===== src/rtl/regs_arbiter.sv =====
// rtl/regs_arbiter.sv - zero-fill and round-robin arbiter in front of a 32 x n register file
module regs_arbiter #(
  parameter int n = 8
) (
  input  logic         clk,
  input  logic         nReset,
  input  logic [1:0]   req,
  input  logic [1:0]   we,
  input  logic [4:0]   raddr1_0,
  input  logic [4:0]   raddr2_0,
  input  logic [4:0]   raddr1_1,
  input  logic [4:0]   raddr2_1,
  input  logic [n-1:0] wdata_0,
  input  logic [n-1:0] wdata_1,
  output logic [1:0]   gnt,
  output logic [1:0]   rvalid,
  output logic [n-1:0] rdata1_0,
  output logic [n-1:0] rdata2_0,
  output logic [n-1:0] rdata1_1,
  output logic [n-1:0] rdata2_1,
  output logic         init_done,
  output logic         rf_w,
  output logic [4:0]   rf_raddr1,
  output logic [4:0]   rf_raddr2,
  output logic [n-1:0] rf_wdata,
  input  logic [n-1:0] rf_rdata1,
  input  logic [n-1:0] rf_rdata2
);

  typedef enum logic {
    ST_INIT = 1'b0,
    ST_ARB  = 1'b1
  } state_t;

  state_t     state;
  state_t     state_n;
  logic [4:0] fill_cnt;
  // 1 when requester 1 holds the most recent grant; requester 0 then wins a tie
  logic       last_gnt1;

  // Next state, grant selection and register file port steering
  always_comb begin
    state_n   = state;
    gnt       = 2'b00;
    rf_w      = 1'b0;
    rf_raddr1 = 5'd0;
    rf_raddr2 = 5'd0;
    rf_wdata  = '0;
    case (state)
      ST_INIT: begin
        rf_w      = 1'b1;
        rf_raddr2 = fill_cnt;
        if (fill_cnt == 5'd31) begin
          state_n = ST_ARB;
        end
      end
      ST_ARB: begin
        if (req == 2'b11) begin
          gnt = last_gnt1 ? 2'b01 : 2'b10;
        end else begin
          gnt = req;
        end
        if (gnt[0]) begin
          rf_raddr1 = raddr1_0;
          rf_raddr2 = raddr2_0;
          rf_wdata  = wdata_0;
          rf_w      = we[0] && (raddr2_0 != 5'd0);
        end else if (gnt[1]) begin
          rf_raddr1 = raddr1_1;
          rf_raddr2 = raddr2_1;
          rf_wdata  = wdata_1;
          rf_w      = we[1] && (raddr2_1 != 5'd0);
        end
      end
      default: state_n = ST_INIT;
    endcase
  end

  // State, fill counter, round-robin pointer and registered read return
  always_ff @(posedge clk) begin
    if (!nReset) begin
      state     <= ST_INIT;
      fill_cnt  <= 5'd1;
      last_gnt1 <= 1'b1;
      init_done <= 1'b0;
      rvalid    <= 2'b00;
      rdata1_0  <= '0;
      rdata2_0  <= '0;
      rdata1_1  <= '0;
      rdata2_1  <= '0;
    end else begin
      state     <= state_n;
      init_done <= (state_n == ST_ARB);
      rvalid    <= gnt;
      if (state == ST_INIT) begin
        fill_cnt <= fill_cnt + 5'd1;
      end
      if (gnt != 2'b00) begin
        last_gnt1 <= gnt[1];
      end
      if (gnt[0]) begin
        rdata1_0 <= rf_rdata1;
        rdata2_0 <= rf_rdata2;
      end
      if (gnt[1]) begin
        rdata1_1 <= rf_rdata1;
        rdata2_1 <= rf_rdata2;
      end
    end
  end

endmodule


===== config.mk =====
export PLATFORM = sky130hd
export DESIGN_NAME = regs_arbiter
export DESIGN_NICKNAME = d
export VERILOG_FILES = /design/src/rtl/regs_arbiter.sv
export SDC_FILE = /design/constraint.sdc
export NUM_CORES = 1
export LEC_CHECK = 0
export CORE_MARGIN = 10
export CORE_UTILIZATION = 34
export DETAILED_ROUTE_END_ITERATION = 6
export PLACE_DENSITY = 0.77
export SYNTH_ARGS = -nofsm -noshare
export SYNTH_HDL_FRONTEND = slang
export SYNTH_SLANG_ARGS = --single-unit
export TNS_END_PERCENT = 100

===== constraint.sdc =====
create_clock -name clk -period 1.3 [get_ports clk]
set_input_delay 0.26 -clock clk [delete_from_list [all_inputs] [get_ports clk]]
set_output_delay 0.26 -clock clk [all_outputs]
set_load 0.01 [all_outputs]

==> flow_results.xml <==
<?xml version="1.0" encoding="UTF-8"?>
<metrics>
  <group name="clock_network">
    <metric name="clkSlewWorstSetupHoldPaths" unit="ps">80</metric>
    <metric name="cts-htree-levels" unit="">2</metric>
    <metric name="hold_buffers" unit="">0</metric>
    <metric name="root_buffer_cell" unit="">sky130_fd_sc_hd__clkbuf_8</metric>
    <metric name="cts.sinks" unit="">41</metric>
    <metric name="clk_path_buf_depth" unit="">2</metric>
    <metric name="cts-buffers-inserted" unit="">5</metric>
    <metric name="tritoncts" unit="">done</metric>
    <metric name="worst_skew_pair.late_latency" unit="ps">290</metric>
  </group>
  <group name="critical_path">
    <metric name="timing_worst_setup_path_type" unit="">flop to output pin</metric>
    <metric name="startpoint_type" unit="">flop</metric>
    <metric name="worstPathMaxFanout" unit="">5</metric>
    <metric name="r2r_cells" unit="">6</metric>
    <metric name="r2r_start" unit="">last_gnt1</metric>
    <metric name="worstReg2RegEnd" unit="">rdata2_1[1]</metric>
    <metric name="worstPathCellList" unit="">nor2b_4 &gt; nor2_8 &gt; buf_6 &gt; a221o_1 &gt; buf_2</metric>
    <metric name="worst_ep_required_time" unit="ps">1040</metric>
    <metric name="cp-end-kind" unit="">output pin</metric>
    <metric name="worst_path_max_delay_cell" unit="">sky130_fd_sc_hd__dfxtp_4</metric>
    <metric name="worstPathBufferInverterCount" unit="">2</metric>
    <metric name="critical_path.top_delay_family" unit="">flip-flops</metric>
    <metric name="regToRegSetupSlack" unit="ps">10</metric>
    <metric name="critical_path_arrival" unit="ps">1500</metric>
    <metric name="worst_path_largest_cell_delay" unit="ps">370</metric>
  </group>
  <group name="floorplan">
    <metric name="die-area" unit="mm^2">0.009022</metric>
    <metric name="num_rows" unit="">27</metric>
    <metric name="die_y" unit="um">94.99</metric>
    <metric name="placeableCoreArea" unit="mm^2">0.005473</metric>
    <metric name="floorplan.die.width" unit="um">94.99</metric>
    <metric name="start_util" unit="%">34.93</metric>
    <metric name="ioPinCount" unit="">114</metric>
  </group>
  <group name="timing">
    <metric name="finalClockSkew" unit="ps">6.946</metric>
    <metric name="report.final.hold_viol_count" unit="">0</metric>
    <metric name="fmaxAchievable" unit="GHz">0.5696</metric>
    <metric name="grt_setup_unrepaired" unit="">true</metric>
    <metric name="timing.setup.tns" unit="ps">-8160</metric>
    <metric name="timing.hold.ws" unit="ps">472.4</metric>
    <metric name="finalSetupViolCount" unit="">22</metric>
    <metric name="setup_slack" unit="ps">-455.6</metric>
    <metric name="report.final.slew_viol_count" unit="">0</metric>
    <metric name="worst_pin_slew" unit="ps">221.1</metric>
    <metric name="finalCritPeriodShare" unit="%">135.0</metric>
    <metric name="max_slew_margin" unit="%">85.10</metric>
    <metric name="final.min_clock_period" unit="ps">1756</metric>
  </group>
  <group name="place">
    <metric name="dpl-instance-area" unit="mm^2">0.003244</metric>
    <metric name="port_buffers" unit="">113</metric>
    <metric name="hpwlAfterDp" unit="um">5691</metric>
    <metric name="gp_routability_congestion" unit="">0.8036</metric>
  </group>
  <group name="global_routing">
    <metric name="antenna_found_initial" unit="">0</metric>
    <metric name="grt_pass1_wl" unit="um">11970</metric>
    <metric name="met2_routing_resource_usage_after_global_routing" unit="%">29.98</metric>
    <metric name="grtUsageMet1" unit="%">19.29</metric>
    <metric name="gr-usage-met3" unit="%">3.965</metric>
    <metric name="grt_remaining_overflow" unit="">0</metric>
    <metric name="grt_max_degree" unit="">19</metric>
    <metric name="grt_most_used_layer" unit="">met2</metric>
    <metric name="first_global_vias" unit="">2245</metric>
    <metric name="global_route.usage.total" unit="%">16.91</metric>
  </group>
  <group name="routing">
    <metric name="route.detailed.vias_per_inst" unit="">5.233</metric>
    <metric name="drt.antenna.violating_nets" unit="">0</metric>
    <metric name="drc" unit="">0</metric>
    <metric name="drt_pass1_iterations" unit="">4</metric>
    <metric name="drt_first_iter_violations" unit="">142</metric>
    <metric name="route.final.wire_length" unit="um">8017</metric>
    <metric name="route.detailed.wl_per_inst" unit="um">18.35</metric>
    <metric name="num_vias" unit="">2287</metric>
  </group>
  <group name="job">
    <metric name="maxCapViolations" unit="">0</metric>
  </group>
  <group name="pwr">
    <metric name="max-vdd-ir-drop" unit="uV">561.0</metric>
    <metric name="report.power.total" unit="uW">2478</metric>
    <metric name="cellLeakagePower" unit="uW">0.001544</metric>
    <metric name="p_clk_share" unit="%">32.8</metric>
    <metric name="power_per_unit_of_standard_cell_area" unit="mW/mm^2">701.3</metric>
    <metric name="netSwitchingPower" unit="uW">595.0</metric>
    <metric name="cell_internal_power" unit="uW">1883</metric>
    <metric name="combPwrFrac" unit="%">15.8</metric>
    <metric name="seq_power_share" unit="%">51.3</metric>
    <metric name="power_switching_share" unit="%">24.01</metric>
  </group>
  <group name="synth">
    <metric name="synth_ff_type" unit="">sky130_fd_sc_hd__dfxtp_1</metric>
    <metric name="synth_top_cells_by_count" unit="">sky130_fd_sc_hd__dfxtp_1 (41), sky130_fd_sc_hd__o21ai_0 (34), sky130_fd_sc_hd__a21oi_1 (32), sky130_fd_sc_hd__nand3_1 (32), sky130_fd_sc_hd__a22o_1 (13)</metric>
    <metric name="synthTopCellsByArea" unit="">sky130_fd_sc_hd__dfxtp_1 (43%), sky130_fd_sc_hd__o21ai_0 (8.9%), sky130_fd_sc_hd__a21oi_1 (8.4%)</metric>
    <metric name="netlist.area_leader.share" unit="%">42.93</metric>
    <metric name="synthesis.area" unit="mm^2">0.001912</metric>
    <metric name="synthesis.instances" unit="">218</metric>
    <metric name="synth_seq_cells" unit="">41</metric>
    <metric name="postSynthAreaPerCell" unit="um^2">8.770</metric>
    <metric name="netlist.top_cell.by_area" unit="">sky130_fd_sc_hd__dfxtp_1</metric>
    <metric name="async_flop_share" unit="%">0</metric>
    <metric name="number_of_enable_type_register_cells_in_the_synthesized_netlist" unit="">0</metric>
    <metric name="synth.distinct_cells" unit="">33</metric>
    <metric name="synth_most_common_cell" unit="">sky130_fd_sc_hd__dfxtp_1</metric>
    <metric name="sequential_to_total_area_share_from_yosys_stat" unit="%">42.93</metric>
    <metric name="number_of_warnings_reported_in_the_yosys_synthesis_log" unit="">0</metric>
    <metric name="syn-num-nets" unit="">278</metric>
  </group>
  <group name="finish">
    <metric name="post_route_cells_drive_above_1_share" unit="%">27.40</metric>
    <metric name="synthToLayoutAreaGrowth" unit="%">84.82</metric>
    <metric name="design.final.nets" unit="">424</metric>
    <metric name="stdcell_area" unit="mm^2">0.003533</metric>
    <metric name="antenna_cells_inserted" unit="">0</metric>
  </group>
  <group name="min_path">
    <metric name="min_path_cells" unit="">2</metric>
    <metric name="hp-start" unit="">rdata2_0[2]</metric>
    <metric name="holdCritPathClass" unit="">flop to flop</metric>
    <metric name="whs_endpoint" unit="">rdata2_0[2]</metric>
  </group>
  <group name="status">
    <metric name="outcome" unit="">complete, but fails checks</metric>
    <metric name="violations" unit="">setup timing</metric>
  </group>
</metrics>
==> layout by cell type, fill, tap and decap left out, types with 3 or more instances in the layout <==
master,n
sky130_fd_sc_hd__a21oi_1,28
sky130_fd_sc_hd__clkbuf_8,5
sky130_fd_sc_hd__o21ai_0,31
sky130_fd_sc_hd__dfxtp_1,37
sky130_fd_sc_hd__nor2_4,4
sky130_fd_sc_hd__a22o_1,13
sky130_fd_sc_hd__buf_4,21
sky130_fd_sc_hd__buf_6,23
sky130_fd_sc_hd__clkdlybuf4s50_1,47
sky130_fd_sc_hd__a221o_1,5
sky130_fd_sc_hd__nand3_1,32
sky130_fd_sc_hd__buf_2,18
sky130_fd_sc_hd__and3_1,3
sky130_fd_sc_hd__o21ai_1,3
sky130_fd_sc_hd__a21oi_2,4
sky130_fd_sc_hd__nor2b_1,3
sky130_fd_sc_hd__dlygate4sd2_1,42
sky130_fd_sc_hd__nor2_1,7
==> through the flow <==
step / cells / util (%) / setup slack [ps]
after global placement: 411 / 59.28 / -948.3
after floorplan: 218 / - / -15.35
after global routing: 437 / 64.56 / -499.6
final: 437 / 64.56 / -455.6
after detailed placement: 411 / 59.28 / -991.0
after CTS: 432 / 61.84 / -453.0
==> worst max-delay path by stage <==
stage,from,slack (ps),cells past startpoint,end
floorplan,state,-20,5,rf_raddr1[2]
global placement,req[0],-950,6,rf_raddr2[0]
detailed placement,req[0],-990,6,rf_raddr2[1]
CTS,last_gnt1,-450,6,rf_raddr2[4]
global route,last_gnt1,-500,5,rf_raddr2[4]
finish,last_gnt1,-460,5,rf_raddr2[4]
==> worst register-to-register path, cell delays in order, from the launching register on <==
cell,delay [ps]
sky130_fd_sc_hd__dfxtp_4,370
sky130_fd_sc_hd__buf_4,140
sky130_fd_sc_hd__a21boi_4,200
sky130_fd_sc_hd__buf_6,130
sky130_fd_sc_hd__buf_8,130
sky130_fd_sc_hd__nand3_1,110
sky130_fd_sc_hd__a21oi_1,140
==> flip-flops by register name (all words and copies together) (netlist names) <==
signal     flops
rdata2_1       8
last_gnt1      1
fill_cnt       5
state          1
rdata1_1       8
rvalid         2
rdata1_0       8
rdata2_0       8
==> routing by layer <==
metal  vias up  share of wire (%)  wire [um]
li1       1106                  -          -
met2        81                 52       4152
met3        14                6.5        518
met4         0                2.4        195
met5         -                  0          0
met1      1086                 39       3150
==> power groups by stage <==
stage / combinational (uW) / sequential (uW) / clock (uW)
after floorplan: 93.4 / 1310 / 0
after global placement: 371 / 1300 / 0
after detailed placement: 377 / 1300 / 0
after CTS: 375 / 1270 / 825
after global routing: 415 / 1270 / 872
final: 392 / 1270 / 814
==> logic make-up after synthesis <==
kind of cell	count (synthesis)	synth area share [%]
fa+ha+maj	2	1.309
xor+xnor	2	0.9164
mux	2	1.047
simple gates	58	17.47
buf+inv	24	8.179
compound gates	89	28.14
flops	41	42.93
==> what timing repair did <==
| item | in CTS | in global routing |
|---|---|---|
| pin swaps | 25 | 18 |
| cloned | 4 | 1 |
| setup endpoints to repair | 89 | 40 |
| resized for setup | 161 | 30 |
| buffers inserted | 10 | 7 |
==> area by class of cell <==
type / count / area, um^2
repair buffers: 157 / 1435
well taps: 72 / 90.09
fillers: 467 / 1939
clock buffers: 5 / 68.82
inverters: 2 / 12.51
clock inverters: 3 / 17.52
multi-input cells: 157 / 1079
flip-flops and latches: 41 / 830.8
Power figures use the tool's default switching activity.
